==> config.mk <==
export PLATFORM = sky130hd
export DESIGN_NAME = pwm_to_servo
export DESIGN_NICKNAME = d
export VERILOG_FILES = /design/src/rtl/servo_pkg.sv /design/src/rtl/sync_edge.sv /design/src/rtl/pwm_to_servo.sv
export SDC_FILE = /design/constraint.sdc
export NUM_CORES = 1
export LEC_CHECK = 0
export ABC_AREA = 1
export CAP_MARGIN = 20
export CORE_MARGIN = 4
export CORE_UTILIZATION = 59
export DETAILED_ROUTE_END_ITERATION = 10
export HOLD_SLACK_MARGIN = 0.15
export PLACE_DENSITY_LB_ADDON = 0.05
export SETUP_SLACK_MARGIN = 0.2
export SLEW_MARGIN = 20
export SYNTH_ARGS = -nofsm -noshare
export SYNTH_HDL_FRONTEND = slang
export SYNTH_SLANG_ARGS = --single-unit
==> constraint.sdc <==
create_clock -name clk -period 2.04 [get_ports clk]
set_input_delay 0.408 -clock clk [delete_from_list [all_inputs] [get_ports clk]]
set_output_delay 0.408 -clock clk [all_outputs]
set_load 0.05 [all_outputs]
==> src/rtl/servo_pkg.sv <==
// Shared definitions for the servo encode/decode path. The scale constants
// live here so the PWM encoder and this decoder always agree on the mapping.
package servo_pkg;

  typedef enum logic [1:0] {
    SYNC = 2'd0,
    ARM  = 2'd1,
    HIGH = 2'd2
  } servo_state_e;

  // 1 ms of high time at 100 MHz maps to code 0
  localparam int unsigned SERVO_PULSE_MIN = 100000;
  // 1 ms / 255, truncated: clocks per code LSB
  localparam int unsigned SERVO_STEP_CLKS = 392;
  localparam logic [7:0]  SERVO_CODE_MAX  = 8'd255;

endpackage

==> src/rtl/sync_edge.sv <==
// Two-flop synchroniser for an asynchronous pin plus a history flop for
// edge detection. The chain resets to 1 so that a pin already high at reset
// release is not seen as a fresh rising edge.
module sync_edge (
  input  logic clk,
  input  logic rst,
  input  logic d_i,
  output logic level_o,
  output logic rise_o,
  output logic fall_o
);

  logic s1_q, s2_q, s3_q;

  // Metastability chain (s1, s2) and previous-sample register (s3)
  always_ff @(posedge clk or negedge rst) begin
    if (!rst) begin
      s1_q <= 1'b1;
      s2_q <= 1'b1;
      s3_q <= 1'b1;
    end else begin
      s1_q <= d_i;
      s2_q <= s1_q;
      s3_q <= s2_q;
    end
  end

  assign level_o = s2_q;
  assign rise_o  = s2_q & ~s3_q;
  assign fall_o  = ~s2_q & s3_q;

endmodule

==> src/rtl/pwm_to_servo.sv <==
// Hobby-servo PWM decoder: measures the high time of each frame and turns
// it back into the 8-bit position code, with glitch/over-length strobes and
// a signal-present flag driven by a frame timeout.
//
// state | meaning
// SYNC  | wait for the line to be low so a partial pulse is never measured
// ARM   | line low, waiting for a rising edge
// HIGH  | measuring a pulse; hi_cnt counts high clocks, code_cnt accumulates
module pwm_to_servo
  import servo_pkg::*;
#(
  parameter int unsigned PULSE_MIN     = SERVO_PULSE_MIN,
  parameter int unsigned STEP_CLKS     = SERVO_STEP_CLKS,
  parameter int unsigned PULSE_MAX     = 250000,
  parameter int unsigned GLITCH_CLKS   = 50000,
  parameter int unsigned FRAME_TIMEOUT = 3000000
) (
  input  logic       clk,
  input  logic       rst,
  input  logic       pwm_in,
  output logic [7:0] servo_val,
  output logic       valid,
  output logic       err_long,
  output logic       err_glitch,
  output logic       signal_ok
);

  localparam int HI_W  = $clog2(PULSE_MAX + 1);
  localparam int FR_W  = $clog2(FRAME_TIMEOUT + 1);
  localparam int PRE_W = (STEP_CLKS > 2) ? $clog2(STEP_CLKS) : 1;

  localparam logic [HI_W-1:0]  MIN_C      = HI_W'(PULSE_MIN);
  localparam logic [HI_W-1:0]  MAX_C      = HI_W'(PULSE_MAX);
  localparam logic [HI_W-1:0]  GLITCH_C   = HI_W'(GLITCH_CLKS);
  localparam logic [FR_W-1:0]  TIMEOUT_C  = FR_W'(FRAME_TIMEOUT);
  localparam logic [PRE_W-1:0] PRE_INIT_C = PRE_W'(STEP_CLKS / 2);
  localparam logic [PRE_W-1:0] PRE_LAST_C = PRE_W'(STEP_CLKS - 1);

  logic level, rise, fall;

  servo_state_e     state_q, state_d;
  logic [HI_W-1:0]  hi_cnt_q, hi_cnt_d;
  logic [PRE_W-1:0] step_pre_q, step_pre_d;
  logic [7:0]       code_cnt_q, code_cnt_d;
  logic [FR_W-1:0]  frame_cnt_q, frame_cnt_d;
  logic [7:0]       servo_val_q, servo_val_d;
  logic             valid_q, valid_d;
  logic             err_long_q, err_long_d;
  logic             err_glitch_q, err_glitch_d;
  logic             signal_ok_q, signal_ok_d;

  sync_edge u_sync (
    .clk     (clk),
    .rst     (rst),
    .d_i     (pwm_in),
    .level_o (level),
    .rise_o  (rise),
    .fall_o  (fall)
  );

  // State, counters and registered outputs
  always_ff @(posedge clk or negedge rst) begin
    if (!rst) begin
      state_q      <= SYNC;
      hi_cnt_q     <= '0;
      step_pre_q   <= '0;
      code_cnt_q   <= '0;
      frame_cnt_q  <= '0;
      servo_val_q  <= '0;
      valid_q      <= 1'b0;
      err_long_q   <= 1'b0;
      err_glitch_q <= 1'b0;
      signal_ok_q  <= 1'b0;
    end else begin
      state_q      <= state_d;
      hi_cnt_q     <= hi_cnt_d;
      step_pre_q   <= step_pre_d;
      code_cnt_q   <= code_cnt_d;
      frame_cnt_q  <= frame_cnt_d;
      servo_val_q  <= servo_val_d;
      valid_q      <= valid_d;
      err_long_q   <= err_long_d;
      err_glitch_q <= err_glitch_d;
      signal_ok_q  <= signal_ok_d;
    end
  end

  // Pulse measurement FSM: next state, counters and strobes
  always_comb begin
    state_d      = state_q;
    hi_cnt_d     = hi_cnt_q;
    step_pre_d   = step_pre_q;
    code_cnt_d   = code_cnt_q;
    servo_val_d  = servo_val_q;
    valid_d      = 1'b0;
    err_long_d   = 1'b0;
    err_glitch_d = 1'b0;
    case (state_q)
      SYNC: begin
        if (!level) state_d = ARM;
      end
      ARM: begin
        if (rise) begin
          // The rise cycle is itself the first high clock, so hi_cnt equals
          // the pulse width when the fall is seen.
          hi_cnt_d   = HI_W'(1);
          step_pre_d = PRE_INIT_C;
          code_cnt_d = '0;
          state_d    = HIGH;
        end
      end
      HIGH: begin
        if (fall) begin
          if (hi_cnt_q < GLITCH_C) begin
            err_glitch_d = 1'b1;
          end else begin
            servo_val_d = code_cnt_q;
            valid_d     = 1'b1;
          end
          state_d = ARM;
        end else if (hi_cnt_q >= MAX_C) begin
          err_long_d = 1'b1;
          state_d    = SYNC;
        end else begin
          hi_cnt_d = hi_cnt_q + HI_W'(1);
          // Prescaler starts half a step in, giving round-to-nearest codes
          if (hi_cnt_q >= MIN_C) begin
            if (step_pre_q == PRE_LAST_C) begin
              step_pre_d = '0;
              if (code_cnt_q != SERVO_CODE_MAX) code_cnt_d = code_cnt_q + 8'd1;
            end else begin
              step_pre_d = step_pre_q + PRE_W'(1);
            end
          end
        end
      end
      default: state_d = SYNC;
    endcase
  end

  // Frame timeout and signal health; a rise in the timeout cycle wins
  always_comb begin
    frame_cnt_d = frame_cnt_q;
    signal_ok_d = signal_ok_q;
    if (rise) begin
      frame_cnt_d = '0;
    end else if (frame_cnt_q != TIMEOUT_C) begin
      frame_cnt_d = frame_cnt_q + FR_W'(1);
    end
    if (valid_d) begin
      signal_ok_d = 1'b1;
    end else if (!rise && frame_cnt_q == TIMEOUT_C) begin
      signal_ok_d = 1'b0;
    end
  end

  assign servo_val  = servo_val_q;
  assign valid      = valid_q;
  assign err_long   = err_long_q;
  assign err_glitch = err_glitch_q;
  assign signal_ok  = signal_ok_q;

endmodule

# [Word-level counts from Yosys, hierarchy flattened]
# Cells that the tools add are included.
[totals] word_cells=85 inputBits=3 register_bits=74
[classes] bitwise_logic=5 magnitude_cmp=3 reduce_logical=11 n_mux=35 add_sub_neg=4 n_eq_ne=14
[ops] cell="$mux W18" count=3
[ops] cell="$mux W8" count=6
[ops] cell="$mux W9" count=5
[ops] cell="$mux W22" count=2
[ops] cell="$pmux W18 S2" count=1
[ops] cell="$add A22 B1 Y22 const B" count=1
[ops] cell="$eq A22 B22 Y1 const B" count=1
[ops] cell="$ne A22 B22 Y1 const B" count=1
[ops] cell="$add A18 B1 Y18 const B" count=1
[ops] cell="$ge A18 B17 Y1 const B" count=1
[ops] cell="$ge A18 B18 Y1 const B" count=1
[ops] cell="$lt A18 B16 Y1 const B" count=1
[ops] cell="$pmux W9 S2" count=1
[ops] cell="$pmux W8 S2" count=1
[ops] cell="$ne A2 B2 Y1 const B" count=7
[ops] cell="$mux W1" count=11
[ops] cell="$add A9 B1 Y9 const B" count=1
[ops] cell="$eq A9 B9 Y1 const B" count=1
[ops] cell="$add A8 B1 Y8 const B" count=1
[ops] cell="$mux W2" count=4
[ops] cell="$ne A8 B8 Y1 const B" count=1
[ops] cell="$reduce_and A7 Y1" count=1
[ops] cell="$pmux W2 S3" count=1
[ops] cell="$reduce_and A3 Y1" count=2
[ops] cell="other kinds (11)" count=16

# [Depth between registers and ports, before layout]
[depth] depth_word=7 ltp_mapped=13

# [By module]
# A second synthesis with hierarchy kept.
[unflattened] cells_unflattened=593 hier_area_um2=4295.4
[modules_own_cells] module="pwm_to_servo" instances=1 seq_area_each_um2=1776.7 cells_per_inst=586 area_each_um2=4201.5
[modules_own_cells] module="sync_edge" instances=1 seq_area_each_um2=78.8 cells_per_inst=7 area_each_um2=93.8

# [Worst setup path after synthesis]
# OpenSTA, ideal clock, no wires.
[synth_path] kind="register to register" from="register u_sync.s2_q (netlist: u_sync.level_o)" to="register step_pre_q[8]" stages_incl_launch_ff=11 arrival_time_ns=1.524 setup_slack_ns=0.398 setup_ns=0.118 n_path_buf=1 cell_sequence="dfstp_2 inv_1 nor2_4 inv_2 nand2_1 nand2_2 a21oi_4 nand2_4 buf_6 nand2_1 o21ai_2"
[synth_via] elab_chain_len=4 elab_cells_between_ends=6 classes_between="eq/ne (2); bitwise (3); reduce/logical (1)"
[synth_rtl] element="start: declaration" line="sync_edge.sv:13" source="logic s1_q, s2_q, s3_q;"
[synth_rtl] element="start signal: assignment" line="sync_edge.sv:23" source="s2_q <= s1_q;"
[synth_rtl] element="$not A1 Y1" line="sync_edge.sv:30" source="assign fall_o = ~s2_q & s3_q;"
[synth_rtl] element="$and A1 B1 Y1" line="sync_edge.sv:30"
[synth_rtl] element="$ne A2 B2 Y1 (no line)"
[synth_rtl] element="$reduce_and A5 Y1 (no line) *"
[synth_rtl] element="end signal: assignment" line="pwm_to_servo.sv:77" source="step_pre_q <= step_pre_d;"
[synth_rtl] element="end: declaration" line="pwm_to_servo.sv:43" source="logic [PRE_W-1:0] step_pre_q, step_pre_d;"
# Every way passes the cells marked *; elsewhere a longest branch is shown, timed or not.
# A chain may end at the register's enable or synchronous reset.

# [Final worst setup path]
[layout_path] from="register u_sync.s2_q (netlist: u_sync.level_o)" to="register hi_cnt_q[3]"
[layout_via] elab_chain_len=4 elab_cells_between_ends=6 classes_between="eq/ne (2); bitwise (3); reduce/logical (1)"
[layout_rtl] element="$not A1 Y1" line="sync_edge.sv:30"
[layout_rtl] element="$and A1 B1 Y1" line="sync_edge.sv:30"
[layout_rtl] element="$ne A2 B2 Y1 (no line)"
[layout_rtl] element="$reduce_and A4 Y1 (no line) *"
[layout_rtl] element="end signal: assignment" line="pwm_to_servo.sv:76" source="hi_cnt_q <= hi_cnt_d;"
[layout_rtl] element="end: declaration" line="pwm_to_servo.sv:42" source="logic [HI_W-1:0] hi_cnt_q, hi_cnt_d;"
# Marked as above.

==> results.py <==
metrics = {
    "layout": {
        "fin_nets": 601,
        "syn2layout_area_growth_pct": 15.4,
        "diodes": 0,
        "final_common_cell": "nand2_1",
        "instances_no_fill": 692,
        "final_cell_mix": "140 x nand2_1, 68 x dfrtp_1, 62 x inv_1",
        "drive_above_1_share_pct": 13.6,
    },
    "power": {
        "peakVddDrop_mv": 0.617,
        "p_per_area_nw_per_um2": 974,
        "power.leakage_uw": 0.00228,
    },
    "global_routing": {
        "overflow": 0,
        "antenna_found_initial": 0,
        "grt_pass1_vias": 3502,
        "grt_pass1_wl_um": 15500,
        "grt.total_usage_pct": 22.7,
        "grt_max_degree": 48,
    },
    "critical_path": {
        "crit_path_max_fanout": 8,
        "critPathKind": "reg -> reg",
        "critPathArrivalTime_ps": 1970,
        "end_kind": "register",
        "ff2ff_path_depth": 10,
        "worstPathRequired_ps": 2280,
        "critPathLaunchType": "register",
    },
    "logic_synthesis": {
        "synth_seq_cells": 74,
        "yosys_warnings": 0,
        "syn_inst": 560,
        "yosysUniqueCellTypes": 39,
        "synthesis.nets": 569,
        "ys_seq_area_share_pct": 44.3,
        "avgSynthCellArea_um2": 7.48,
        "syn-cell-area_um2": 4190,
    },
    "clock_tree": {
        "cts_made_buffers": 9,
        "clockBufferDepth": 2,
        "path_clk_slew_ps": 70,
        "cts_root_buffer": "clkbuf_8",
        "cts_tree": "built",
        "cts_max_level": 3,
        "insertion_delay_ps": 350,
        "cts_sinks": 74,
    },
    "placement": {
        "gp_congestion": 0.839,
        "pre_cts_ws_ps": 124,
        "place_inst": 669,
        "io_buffers": 14,
        "detailed_place_hpwl_um": 6270,
    },
    "floorplan": {
        "start_util_pct": 61.3,
        "core_um2": 6830,
        "die_h_um": 92.2,
        "dieWidth_um": 92.2,
        "dieArea_um2": 8510,
        "ios": 15,
        "rows": 30,
    },
    "drt": {
        "wl_per_cell_um": 13.6,
        "drt_wl_total_um": 9440,
        "drc": 0,
        "ant_nets": 0,
        "vias_per_cell": 5.47,
        "first_pass_iters": 5,
        "vias": 3786,
        "drtIter0Drc": 224,
    },
    "timing": {
        "whs_ps": 381,
        "rsz0062_at_grt": "yes",
        "finClkSkew_ps": 11.8,
        "hold_viol": 0,
        "post-route-min-period_ps": 1730,
        "fmax_ghz": 0.577,
        "slew_viol_final": 0,
        "worstMarginPinSlew_ps": 552,
        "setup_ws_ps": 308,
        "setup_viol": 0,
        "fin_tns_setup_ps": 0,
        "slew_headroom_pct": 63.2,
        "period_share_pct": 84.9,
    },
    "run": {
        "maxCapViolCount": 0,
    },
    "run_status": {
        "status": "complete, no violations",
    },
    "min_path": {
        "hold_path_depth": 0,
        "min_path_type": "reg -> reg",
    },
}
[what timing repair did]
item | 4_1_cts | 5_1_grt
endpoints found under the setup margin | 22 | 41
endpoints found under the hold margin | 27 | 0
gates resized for setup | 13 | 17
setup buffers | 0 | 5
cloned | 0 | 2
hold buffers | 1 | 0
pin swaps | 0 | 4
[cells by family after synthesis]
kind of cell	count (synthesis)	synth area share, %
compound gates	85	11.6
xor+xnor	6	1.26
fa+ha+maj	6	1.79
buf+inv	81	7.74
flops	74	44.3
simple gates	308	33.3
[layer usage]
layer  track usage [%]  up-vias  routed length [µm]
met4              9.03        0                 129
met3              4.27       15                 571
met1              29.0     1761                4170
met2              38.0      114                4560
met5                 0        -                   0
li1                  -     1896                   -
[worst max-delay path: stages, from the launching register on]
cell,delay (ps)
dfstp_2,550
inv_1,80
nor2_4,130
inv_2,50
nand2_1,80
nand2_2,80
inv_2,90
nand2_2,130
buf_4,220
a21oi_1,160
a21oi_1,60
[state kept, by name, summed over array words and instances (netlist names)]
name and flops:
u_sync.s3_q 1, valid 1, frame_cnt_q 22, code_cnt_q 8
err_long 1, u_sync.level_o 1, step_pre_q 9, hi_cnt_q 18
u_sync.s1_q 1, state_q 2, err_glitch 1, signal_ok 1
servo_val 8
[cell type report]
type | instances | area [µm²]
Multi-Input combinational cell | 406 | 2080
Fill cell | 567 | 2000
Sequential cell | 74 | 1860
Inverter | 72 | 270
Timing Repair Buffer | 28 | 255
Clock buffer | 10 | 138
Tap cell | 96 | 120
Clock inverter | 5 | 103
Timing Repair inverter | 1 | 7.51
[path summary, 6_finish.rpt]
check	from	to	slack (ps)
worst max-delay path	u_sync.level_o$_DFF_PN1_	hi_cnt_q[3]$_DFFE_PN0P_	310
worst min-delay path	u_sync.s1_q$_DFF_PN1_	u_sync.level_o$_DFF_PN1_	380
worst max register to register	u_sync.level_o$_DFF_PN1_	hi_cnt_q[3]$_DFFE_PN0P_	310
worst min register to register	u_sync.s1_q$_DFF_PN1_	u_sync.level_o$_DFF_PN1_	380
max in group asynchronous	rst	u_sync.s1_q$_DFF_PN1_	890
min in group asynchronous	rst	frame_cnt_q[10]$_DFFE_PN0N_	530
[power by group]
| group | switching [µW] | internal (µW) |
|---|---|---|
| Sequential | 169 | 1630 |
| Clock | 537 | 837 |
| Combinational | 1040 | 494 |
| Total | 1740 | 2970 |
[through the flow]
stage	utilization [%]	area (µm²)	total power [µW]
after floorplan	-	4190	2820
after global placement	65.3	4460	3080
after detailed placement	65.3	4460	3130
after CTS	68.9	4710	4530
after global routing	70.7	4830	4980
final	70.7	4830	4710
[synthesized netlist by cell type (all sizes together)]
library cell | instances | share of area [%]
xnor2 | 1 | 0.21
o211ai | 1 | 0.18
dfrtp | 71 | 42
dfstp | 3 | 1.9
nor3 | 19 | 2.3
ha | 6 | 1.8
xor2 | 5 | 1.0
or2 | 3 | 0.45
buf | 5 | 0.93
inv | 72 | 6.5
clkbuf | 4 | 0.36
o31ai | 1 | 0.18
nand3b | 1 | 0.18
nor2 | 61 | 5.9
a211oi | 1 | 0.18
nand2 | 149 | 14
a31oi | 2 | 0.30
nor4 | 1 | 0.15
nor3b | 2 | 0.36
a21o | 1 | 0.18
o21ai | 45 | 6.2
and2 | 1 | 0.15
a21boi | 1 | 0.18
a21oi | 33 | 4.2
nand3 | 46 | 5.6
nand4 | 25 | 4.1
Note: power is estimated with default switching activity, not from simulation.
